`src/rtl/cu_command_arbiter.sv`:
```
`default_nettype none
// ============================================================================
// Module      : cu_command_arbiter
// Description : Four-way command arbiter between the compute-unit control
//               stage and the AFU command path. Each requester (read, write,
//               prefetch-read, prefetch-write) owns a FIFO. One command per
//               cycle is granted under a credit limit and issued on a single
//               registered command stream. Per-requester full, almost-full
//               and empty flags provide upstream backpressure.
// Options     : CU_ARBITER_FIXED_PRIORITY_EN - when defined, the lowest
//               requester index always wins. Default is round-robin.
// Revision    : 1.0 - initial release
// ============================================================================

package cu_command_arbiter_pkg;

    typedef struct packed {
        logic        valid;
        logic [7:0]  command;
        logic [31:0] address;
        logic [7:0]  size;
        logic [7:0]  tag;
    } CommandBufferLine;

endpackage

module cu_command_arbiter
    import cu_command_arbiter_pkg::*;
#(
    parameter int FIFO_DEPTH         = 16,
    parameter int ALMOST_FULL_MARGIN = 4,
    parameter int CREDIT_BITS        = 8
) (
    input  logic                   i_clock,
    input  logic                   i_rstn,
    input  logic                   i_enabled_in,
    input  CommandBufferLine       i_read_command,
    input  CommandBufferLine       i_write_command,
    input  CommandBufferLine       i_prefetch_read_command,
    input  CommandBufferLine       i_prefetch_write_command,
    input  logic [CREDIT_BITS-1:0] i_credit_init,
    input  logic                   i_credit_load,
    input  logic                   i_credit_return,
    output CommandBufferLine       o_command,
    output logic [3:0]             o_fifo_full,
    output logic [3:0]             o_fifo_almost_full,
    output logic [3:0]             o_fifo_empty,
    output logic [CREDIT_BITS-1:0] o_credits_available
);

    localparam int                     c_NUM_REQ    = 4;
    localparam int                     c_PTR_W      = $clog2(FIFO_DEPTH);
    localparam int                     c_CNT_W      = c_PTR_W + 1;
    localparam logic [c_CNT_W-1:0]     c_FULL_LEVEL = c_CNT_W'(FIFO_DEPTH);
    localparam logic [c_CNT_W-1:0]     c_AF_LEVEL   = c_CNT_W'(FIFO_DEPTH - ALMOST_FULL_MARGIN);
    localparam logic [CREDIT_BITS-1:0] c_CREDIT_MAX = '1;

    logic                                r_enabled;
    CommandBufferLine [c_NUM_REQ-1:0]    w_cmd_in;
    CommandBufferLine [c_NUM_REQ-1:0]    w_head;
    logic [c_NUM_REQ-1:0]                w_nonempty;
    logic [c_NUM_REQ-1:0]                w_full_now;
    logic [c_NUM_REQ-1:0]                w_push;
    logic [c_NUM_REQ-1:0]                w_pop;
    logic [c_NUM_REQ-1:0]                w_drop;
    logic [c_NUM_REQ-1:0]                w_eligible;
    logic                                w_grant_valid;
    logic [1:0]                          w_grant_idx;
    CommandBufferLine                    w_issue;
    CommandBufferLine                    r_command;
    logic [c_NUM_REQ-1:0]                r_overflow;
    logic [CREDIT_BITS-1:0]              r_credits;
    logic                                r_credit_return_q;
    logic                                w_credits_nonzero;

    // Requester index order: 0 read, 1 write, 2 prefetch-read, 3 prefetch-write.
    assign w_cmd_in = {i_prefetch_write_command, i_prefetch_read_command,
                       i_write_command, i_read_command};

    // Block enable is sampled once before it gates any activity.
    always_ff @(posedge i_clock or negedge i_rstn) begin
        if (!i_rstn) begin
            r_enabled <= 1'b0;
        end else begin
            r_enabled <= i_enabled_in;
        end
    end

    // ------------------------------------------------------------------------
    // Per-requester FIFOs
    // ------------------------------------------------------------------------
    generate
        for (genvar gi = 0; gi < c_NUM_REQ; gi++) begin : g_req
            CommandBufferLine     r_mem [FIFO_DEPTH];
            logic [c_PTR_W-1:0]   r_wr_ptr;
            logic [c_PTR_W-1:0]   r_rd_ptr;
            logic [c_CNT_W-1:0]   r_count;
            logic [c_CNT_W-1:0]   w_count_next;
            logic                 r_full;
            logic                 r_almost_full;
            logic                 r_empty;

            assign w_nonempty[gi] = (r_count != '0);
            assign w_full_now[gi] = (r_count == c_FULL_LEVEL);
            assign w_pop[gi]      = w_grant_valid && (w_grant_idx == 2'(gi));
            // A pop from a full FIFO frees the slot for a push in the same cycle.
            assign w_push[gi]     = r_enabled && w_cmd_in[gi].valid &&
                                    (!w_full_now[gi] || w_pop[gi]);
            assign w_drop[gi]     = r_enabled && w_cmd_in[gi].valid &&
                                    w_full_now[gi] && !w_pop[gi];
            assign w_head[gi]     = r_mem[r_rd_ptr];

            // Occupancy after this cycle's push and pop.
            always_comb begin
                w_count_next = r_count;
                case ({w_push[gi], w_pop[gi]})
                    2'b10:   w_count_next = r_count + c_CNT_W'(1);
                    2'b01:   w_count_next = r_count - c_CNT_W'(1);
                    default: w_count_next = r_count;
                endcase
            end

            // Payload storage; occupancy gates every read so no reset is needed.
            always_ff @(posedge i_clock) begin
                if (w_push[gi]) begin
                    r_mem[r_wr_ptr] <= w_cmd_in[gi];
                end
            end

            // Pointers, occupancy and status flags derived from post-update occupancy.
            always_ff @(posedge i_clock or negedge i_rstn) begin
                if (!i_rstn) begin
                    r_wr_ptr      <= '0;
                    r_rd_ptr      <= '0;
                    r_count       <= '0;
                    r_full        <= 1'b0;
                    r_almost_full <= 1'b0;
                    r_empty       <= 1'b1;
                end else begin
                    if (w_push[gi]) begin
                        r_wr_ptr <= r_wr_ptr + c_PTR_W'(1);
                    end
                    if (w_pop[gi]) begin
                        r_rd_ptr <= r_rd_ptr + c_PTR_W'(1);
                    end
                    r_count       <= w_count_next;
                    r_full        <= (w_count_next == c_FULL_LEVEL);
                    r_almost_full <= (w_count_next >= c_AF_LEVEL);
                    r_empty       <= (w_count_next == '0);
                end
            end

            assign o_fifo_full[gi]        = r_full;
            assign o_fifo_almost_full[gi] = r_almost_full;
            assign o_fifo_empty[gi]       = r_empty;
        end
    endgenerate

    // Drops into a full FIFO are remembered until reset for diagnostics.
    always_ff @(posedge i_clock or negedge i_rstn) begin
        if (!i_rstn) begin
            r_overflow <= '0;
        end else begin
            r_overflow <= r_overflow | w_drop;
        end
    end

    // ------------------------------------------------------------------------
    // Arbitration
    // ------------------------------------------------------------------------
    assign w_credits_nonzero = (r_credits != '0);
    assign w_eligible        = (r_enabled && w_credits_nonzero) ? w_nonempty : '0;

`ifdef CU_ARBITER_FIXED_PRIORITY_EN
    // Fixed priority: scan from the highest index down so the lowest one sticks.
    always_comb begin
        w_grant_valid = 1'b0;
        w_grant_idx   = 2'd0;
        for (int k = c_NUM_REQ - 1; k >= 0; k--) begin
            if (w_eligible[k]) begin
                w_grant_valid = 1'b1;
                w_grant_idx   = 2'(k);
            end
        end
    end
`else
    logic [1:0] r_rr_last;
    logic [1:0] w_rr_cand;

    // Round-robin: search starts just after the last winner and wraps mod 4.
    always_comb begin
        w_grant_valid = 1'b0;
        w_grant_idx   = 2'd0;
        w_rr_cand     = 2'd0;
        for (int k = 1; k <= c_NUM_REQ; k++) begin
            w_rr_cand = r_rr_last + 2'(k);
            if (!w_grant_valid && w_eligible[w_rr_cand]) begin
                w_grant_valid = 1'b1;
                w_grant_idx   = w_rr_cand;
            end
        end
    end

    // Remember the most recent winner; reset value makes requester 0 first.
    always_ff @(posedge i_clock or negedge i_rstn) begin
        if (!i_rstn) begin
            r_rr_last <= 2'd3;
        end else if (w_grant_valid) begin
            r_rr_last <= w_grant_idx;
        end
    end
`endif

    // ------------------------------------------------------------------------
    // Issue
    // ------------------------------------------------------------------------
    // Winner's head entry with its valid bit forced on.
    always_comb begin
        w_issue       = w_head[w_grant_idx];
        w_issue.valid = 1'b1;
    end

    // Registered command stream; idle cycles drive all zeros.
    always_ff @(posedge i_clock or negedge i_rstn) begin
        if (!i_rstn) begin
            r_command <= '0;
        end else if (w_grant_valid) begin
            r_command <= w_issue;
        end else begin
            r_command <= '0;
        end
    end

    // ------------------------------------------------------------------------
    // Credits
    // ------------------------------------------------------------------------
    // Returns pass through one flop, so a return frees a grant two edges later.
    // Load beats grant/return; grant plus return cancel; returns saturate.
    always_ff @(posedge i_clock or negedge i_rstn) begin
        if (!i_rstn) begin
            r_credits         <= '0;
            r_credit_return_q <= 1'b0;
        end else begin
            r_credit_return_q <= i_credit_return;
            if (r_enabled) begin
                if (i_credit_load) begin
                    r_credits <= i_credit_init;
                end else begin
                    case ({w_grant_valid, r_credit_return_q})
                        2'b10: r_credits <= r_credits - CREDIT_BITS'(1);
                        2'b01: begin
                            if (r_credits != c_CREDIT_MAX) begin
                                r_credits <= r_credits + CREDIT_BITS'(1);
                            end
                        end
                        default: r_credits <= r_credits;
                    endcase
                end
            end
        end
    end

    assign o_command           = r_command;
    assign o_credits_available = r_credits;

endmodule

`default_nettype wire

```
`config.mk`:
```
export PLATFORM = sky130hd
export DESIGN_NAME = cu_command_arbiter
export DESIGN_NICKNAME = d
export VERILOG_FILES = /design/src/rtl/cu_command_arbiter.sv
export SDC_FILE = /design/constraint.sdc
export NUM_CORES = 2
export LEC_CHECK = 0
export ABC_AREA = 1
export BUFFER_PORTS_ARGS = -buffer_cell sky130_fd_sc_hd__clkbuf_2
export CAP_MARGIN = 20
export CORE_AREA = 2 2 539 541
export CTS_CLUSTER_SIZE = 20
export DETAILED_ROUTE_END_ITERATION = 10
export DIE_AREA = 0 0 541 543
export GPL_ROUTABILITY_DRIVEN = 0
export PLACE_DENSITY = 0.74
export SETUP_SLACK_MARGIN = 0.5
export SLEW_MARGIN = 0
export SYNTH_ARGS = -nofsm -noshare
export SYNTH_HDL_FRONTEND = slang
export SYNTH_SLANG_ARGS = --single-unit
```
`constraint.sdc`:
```
create_clock -name i_clock -period 15.3 [get_ports i_clock]
set_input_delay 3.06 -clock i_clock [delete_from_list [all_inputs] [get_ports i_clock]]
set_output_delay 3.06 -clock i_clock [all_outputs]
set_load 0.05 [all_outputs]
```
== Word level (Yosys, flattened, before mapping) ==
Memories as Yosys holds them, arrays and structs flattened.
Index checks and enable logic that the tools add are counted.

* RAM bits: 3648
* Bits in registers: 133
* Memories kept: 4

{| class="wikitable"
|+ Memory list
! name !! depth !! bits a word !! rd ports !! clocked after Yosys merged registers in !! write ports !! line !! text
|-
| g_req[0].r_mem || 16 || 57 || 1 || 0 || 1 || 94 || <nowiki>CommandBufferLine r_mem [FIFO_DEPTH];</nowiki>
|-
| g_req[1].r_mem || 16 || 57 || 1 || 0 || 1 || 94 ||
|-
| g_req[2].r_mem || 16 || 57 || 1 || 0 || 1 || 94 ||
|-
| g_req[3].r_mem || 16 || 57 || 1 || 0 || 1 || 94 ||
|}

* Add/sub/neg operators: 21
* Reduce and logical (&&, ||, !) cells: 39
* Order comparisons: 9
* Equality and inequality tests: 23
* Multiplexer cells: 35

{| class="wikitable"
|+ Operator list
! cell !! number
|-
| $bmux 57 s2 || 1
|-
| $mux 57 || 1
|-
| $mux 56 || 1
|-
| $eq 5x5->1 const B || 8
|-
| $pmux 5 s2 || 4
|-
| $add 4x1->4 const B || 8
|-
| $add 5x1->5 const B || 4
|-
| $ge 5x4->1 const B || 4
|-
| $logic_not 5->1 || 4
|-
| $reduce_bool 5->1 || 4
|-
| $sub 5x1->5 const B || 4
|-
| $logic_and 1x1->1 || 16
|-
| $mux 1 || 16
|-
| $mux 8 || 2
|-
| $pmux 8 s2 || 1
|-
| $lt 2x3->1 const B || 5
|-
| $eq 2x2->1 const B || 7
|-
| $eq 2x1->1 const B || 6
|-
| $add 8x1->8 const B || 1
|-
| $bmux 1 s2 || 4
|-
| $mux 2 || 4
|-
| $ne 8x8->1 const B || 1
|-
| $reduce_bool 8->1 || 1
|-
| $sub 8x1->8 const B || 1
|-
| other kinds (9) || 19
|}

== Depth between registers and ports, before layout ==
* Depth in word-level cells: 22
* Mapped depth: 29

== Least setup slack after synthesis ==
Ideal clock, no wire load.

* Path type: input port to flip-flop
* From: in i_prefetch_read_command[56] (netlist name)
* To: mem g_req[2].r_mem[11][0] (netlist name), enable pin
* Slack: 8.815 ns
* Arrival time: 6.014 ns
* Buffers on the path: 0
* Required time: 14.830 ns
* Library setup time: 0.470 ns
* Stages: 6
* Cells stage by stage: nand2_1 -> a21oi_4 -> inv_2 -> nor2_2 -> inv_2 -> nor2_1

* Cells in the longest elaborated chain, start to end: 4

{| class="wikitable"
|+ Ends and longest elaborated chain
! item !! line !! text
|-
| from (decl) || 39 || <nowiki>input CommandBufferLine i_prefetch_read_command,</nowiki>
|-
| $logic_and 1x1->1 || - ||
|-
| $logic_and 1x1->1 || 107 || <nowiki>assign w_push[gi] = r_enabled && w_cmd_in[gi].valid &&</nowiki>
|-
| $mux 1 || 125 || <nowiki>if (w_push[gi]) begin</nowiki>
|-
| $mux 1 (implied by the code) || 126 || <nowiki>r_mem[r_wr_ptr] <= w_cmd_in[gi];</nowiki>
|-
| to (decl) || 94 ||
|}

Every way passes these cells.

== Worst setup path after layout ==
* From: reg r_credits[1], in the netlist o_credits_available[1]
* To: mem g_req[1].r_mem[6][19] (netlist name), enable pin

* Cells in the longest elaborated chain, start to end: 21
* Elaborated cells on any way between the ends: 31
* Those cells by class: eq/ne (1); mux (19); reduce/logical (11)

{| class="wikitable"
|+ Ends and longest elaborated chain
! item !! line !! text
|-
| from (decl) || 72 || <nowiki>logic [CREDIT_BITS-1:0] r_credits;</nowiki>
|-
| from (signal assigned) || 247 || <nowiki>r_credits <= i_credit_init;</nowiki>
|-
| from (signal assigned) || 250 || <nowiki>2'b10: r_credits <= r_credits - CREDIT_BITS'(1);</nowiki>
|-
| from (signal assigned) || 253 || <nowiki>r_credits <= r_credits + CREDIT_BITS'(1);</nowiki>
|-
| $reduce_bool 8->1 (*) || 171 || <nowiki>assign w_credits_nonzero = (r_credits != '0);</nowiki>
|-
| $logic_and 1x1->1 (*) || 172 || <nowiki>assign w_eligible = (r_enabled && w_credits_nonzero) ? w_nonempty : '0;</nowiki>
|-
| $mux 4 (*) || 172 ||
|-
| $bmux 1 s2 || 197 || <nowiki>if (!w_grant_valid && w_eligible[w_rr_cand]) begin</nowiki>
|-
| $mux 1 (implied by the code) || 197 ||
|-
| $mux 1 || 197 ||
|-
| $logic_not 1->1 || 197 ||
|-
| $logic_and 1x1->1 || 197 ||
|-
| [5 not listed] || - ||
|-
| $logic_and 1x1->1 || 197 ||
|-
| $mux 2 || 197 ||
|-
| $eq 2x1->1 || 105 || <nowiki>assign w_pop[gi] = w_grant_valid && (w_grant_idx == 2'(gi));</nowiki>
|-
| $logic_and 1x1->1 (*) || 105 ||
|-
| $logic_or 1x1->1 (*) || 108 || <nowiki>(!w_full_now[gi] || w_pop[gi]);</nowiki>
|-
| $logic_and 1x1->1 (*) || 107 ||
|-
| $mux 1 (*) || 125 ||
|-
| $mux 1 (implied by the code) (*) || 126 ||
|-
| to (decl) || 94 ||
|}

Every way passes the cells marked *; elsewhere a longest branch is shown, timed or not. The select of a mux whose other input is x is not followed.

==> run metrics <==
outcome=finished clean; Final Total Pwr=~34 mW; Area Overhead vs Synth=12.21%; GRT Util Overall=0.2755; area of all placed cells without fillers=164300 um^2; Core Rows=197; clock period minus worst slack=around 6.3 ns; post-placement setup slack=9.041 ns; initial core utilization=0.5094; clk_skew=around 0.064 ns; cells along the critical path=clkinv_1, nand2_1, nor2_2, nand2_4, nand4_1, nand2_1, nand2_1, nand2_1, nand2_1, nand3_1, nand3_4, nor2_4, buf_4, inv_2, nand2_1, nand3_2, inv_2, nand2_1, nor2_4, buf_4; count of endpoints failing hold in the final timing report=0; setup TNS=0 ns; Async S/R FF share, synth=0.03578; worst-path cell with the longest stage delay=nor2_4; family with the most delay on the worst path=simple AND/OR/NAND/NOR gates; core box area=287400 um^2; Post-synth EDFFs=about 3600; most common library cell in the layout ignoring fill and taps=edfxtp_1; kind of launch point of the worst setup path=flop; total power per unit cell area=208.7 nW/um^2; detailed router's first-iteration violation count=13050; max cap viols=0; Post-Syn Area=146400 um^2; Vias=around 94000; critical path class=reg2reg; number of antenna violations at the first check in global routing=105; stage delay of the slowest cell on the critical path=~0.82 ns; detailed-router iteration count before antenna repair=9; Clk pin slew, worst setup/hold paths=0.06 ns; Achievable Freq=approximately 160 MHz; post_cts resized=0; top-level port count=~320; worst rel slew slack=0.07490; CP most frequent cell=nand2_1; final count of pins violating max slew=0; number of distinct standard cells referenced by the synthesized netlist=60; Seq/Total Area, Yosys=0.7579; root buffer cell=clkbuf_16; commonest cells after routing, fill and taps aside=edfxtp_1 (3584), nand2_1 (1687), a21oi_1 (1224), o21ai_0 (712), nor2_1 (432); clock tree from TritonCTS=yes; origin of the critical flop-to-flop path=o_credits_available[1]$_DFFE_PN0P_; flip-flop and latch count after synthesis=3717; warning count from the yosys run=0; required time reported for the critical path endpoint=15.84 ns; post-CTS setup repair buffer count=0; worst path setup slack after routing=8.962 ns; die extent in y=543 um; number of placed cells counting well taps=14090; total half-perimeter wirelength after legalization and detailed placement=~240000 um; most used flip-flop cell after synthesis=edfxtp_1; total clock buffers created by CTS=approximately 370; launch point of the worst hold path=g_req[2].r_wr_ptr[2]$_DFFE_PN0P_; CTS hold repair buffers=0; DRC Markers=0; Port-buffer cells=317; worst-skew pair later-pin latency=0.97 ns; Chip Width=541 um; non-filler cells in the finished layout=14830; final setup vio count=0; Worst Setup End Kind=flop; Tcrit/Tclk final=0.4143; Worst EP arrival=between 6 and 7 ns; Final Util=0.5716; largest net degree at the start of global routing=approximately 210; die outline area=~290000 um^2; synthesized instance count=10550; leakage power=55.22 nW; fraction of layout cells with a size suffix above 1=0.1185; maximum clock insertion buffer count=4; via count of the first global-routing pass=between 90000 and 100k; Worst IR Drop VDD=roughly 250 uV; unrepaired setup endpoints after global routing=no; DP Area=152100 um^2; largest fanout of any net on the critical path=between 40 and 50; final routed wire length divided by cell count=~28 um; first-pass GRT wire length=599500 um; H-tree lvl count=5; wire length after detailed routing=a little over 400000 um; total number of clock tree sinks=around 3700; crit path buf inv count=5; total nets after synthesis=10830; Remaining Overflow, GRT=0; post-detailed-route via-to-cell ratio=6.341; Fillers=21270; Worst setup startpoint=o_credits_available[1]$_DFFE_PN0P_; Nets=10970; Hold Crit Class=reg2reg; Mapped Avg Cell Area=13.88 um^2; Final Hold Slack=0.5503 ns; number of nets with antenna violations after routing=0; worst slew pin tran=1.388 ns
[synthesized netlist by cell type, types with 6 or more instances]
master	count	area, um^2
a211oi_1	11	82.58
a21oi_1	1224	6126
a221o_1	36	360.4
a221oi_1	389	3407
a311o_1	33	330.3
a311oi_1	35	306.5
a31oi_1	49	306.5
a32o_1	80	800.8
buf_1	90	337.8
buf_2	33	165.2
buf_4	13	97.59
clkbuf_1	613	2301
dfrtp_1	127	3178
dfstp_2	6	157.7
edfxtp_1	3584	107600
ha_1	39	488.0
inv_1	289	1085
inv_2	24	90.09
mux2_2	83	934.7
mux2i_1	155	1551
nand2_1	1688	6336
nand3_1	224	1121
nand4_1	18	112.6
nor2_1	497	1866
nor3_1	105	525.5
o211ai_1	64	480.5
o21ai_0	724	3623
o221a_2	10	112.6
o221ai_1	54	473.0
o22ai_1	58	362.9
o311ai_0	48	420.4
o311ai_1	14	122.6
o31ai_1	29	217.7
xnor2_1	7	61.31
xor2_1	35	306.5
[cell families after synthesis]
group                    synth area share
AO/OA/AOI/OAI                      0.1209
XOR/XNOR                         0.002624
adder cells (fa/ha/maj)          0.003743
buffers and inverters             0.02807
flip-flops                         0.7579
multiplexers                      0.01698
AND/OR/NAND/NOR                   0.06975
[area by class of cell]
| class | instances | area, um^2 | share of cell area |
|---|---|---|---|
| Clock buffer | 474 | 9788 | 0.05958 |
| Multi-Input combinational cell | 5760 | 31900 | 0.1942 |
| Tap cell | 3781 | 4731 | 0.02880 |
| Clock inverter | 202 | 2170 | 0.01321 |
| Sequential cell | 3717 | 111000 | 0.6758 |
| Inverter | 319 | 1259 | 0.007662 |
| Timing Repair Buffer | 527 | 3289 | 0.02002 |
| Antenna cell | 50 | 125.1 | 0.0007617 |
[worst register-to-register path, cell delays in order, from the launching register on]
cell and delay [ns]:
dfrtp_1 0.48, clkinv_1 0.16, nand2_1 0.12, nor2_2 0.05, nand2_4 0.16, nand4_1 0.21
nand2_1 0.20, nand2_1 0.09, nand2_1 0.13, nand2_1 0.09, nand3_1 0.13, nand3_4 0.53
nor2_4 0.26, buf_4 0.62, inv_2 0.38, nand2_1 0.19, nand3_2 0.17, inv_2 0.19
nand2_1 0.24, nor2_4 0.83, buf_4 0.75
[where the power goes]
group          leakage (nW)  switching (mW)  internal [mW]
clock network          5.84            3.87           5.08
registers              33.8           0.598           11.9
logic                  15.6            9.53           3.32
[routing by layer]
metal,track usage,share of wire
met1,0.3567,0.36
met2,0.4136,0.45
met3,0.07418,0.12
met4,0.1747,0.071
met5,0,0.0014
[state kept, by name, summed over array words and instances, names as in the netlist]
signal	cells
g_req.r_mem	3584
g_req.r_almost_full	4
r_enabled	1
o_command	57
g_req.r_full	4
g_req.r_empty	4
g_req.r_wr_ptr	16
g_req.r_count	20
r_rr_last	2
r_credit_return_q	1
o_credits_available	8
g_req.r_rd_ptr	16
[final timing paths]
| path | endpoint | slack [ns] | depth (start not counted) |
|---|---|---|---|
| worst max register to register | g_req[1].r_mem[6][19]$_DFFE_PP_ | 8.96 | 20 |
| max in group asynchronous | g_req[2].r_rd_ptr[1]$_DFFE_PN0N_ | 11.11 | 3 |
| min in group asynchronous | g_req[0].r_wr_ptr[3]$_DFFE_PN0P_ | 2.07 | 1 |
| worst max-delay path | g_req[1].r_mem[6][19]$_DFFE_PP_ | 8.96 | 20 |
| worst min register to register | g_req[2].r_wr_ptr[2]$_DFFE_PN0P_ | 0.55 | 1 |
| worst min-delay path | g_req[2].r_wr_ptr[2]$_DFFE_PN0P_ | 0.55 | 1 |
Power figures use the tool's default switching activity.
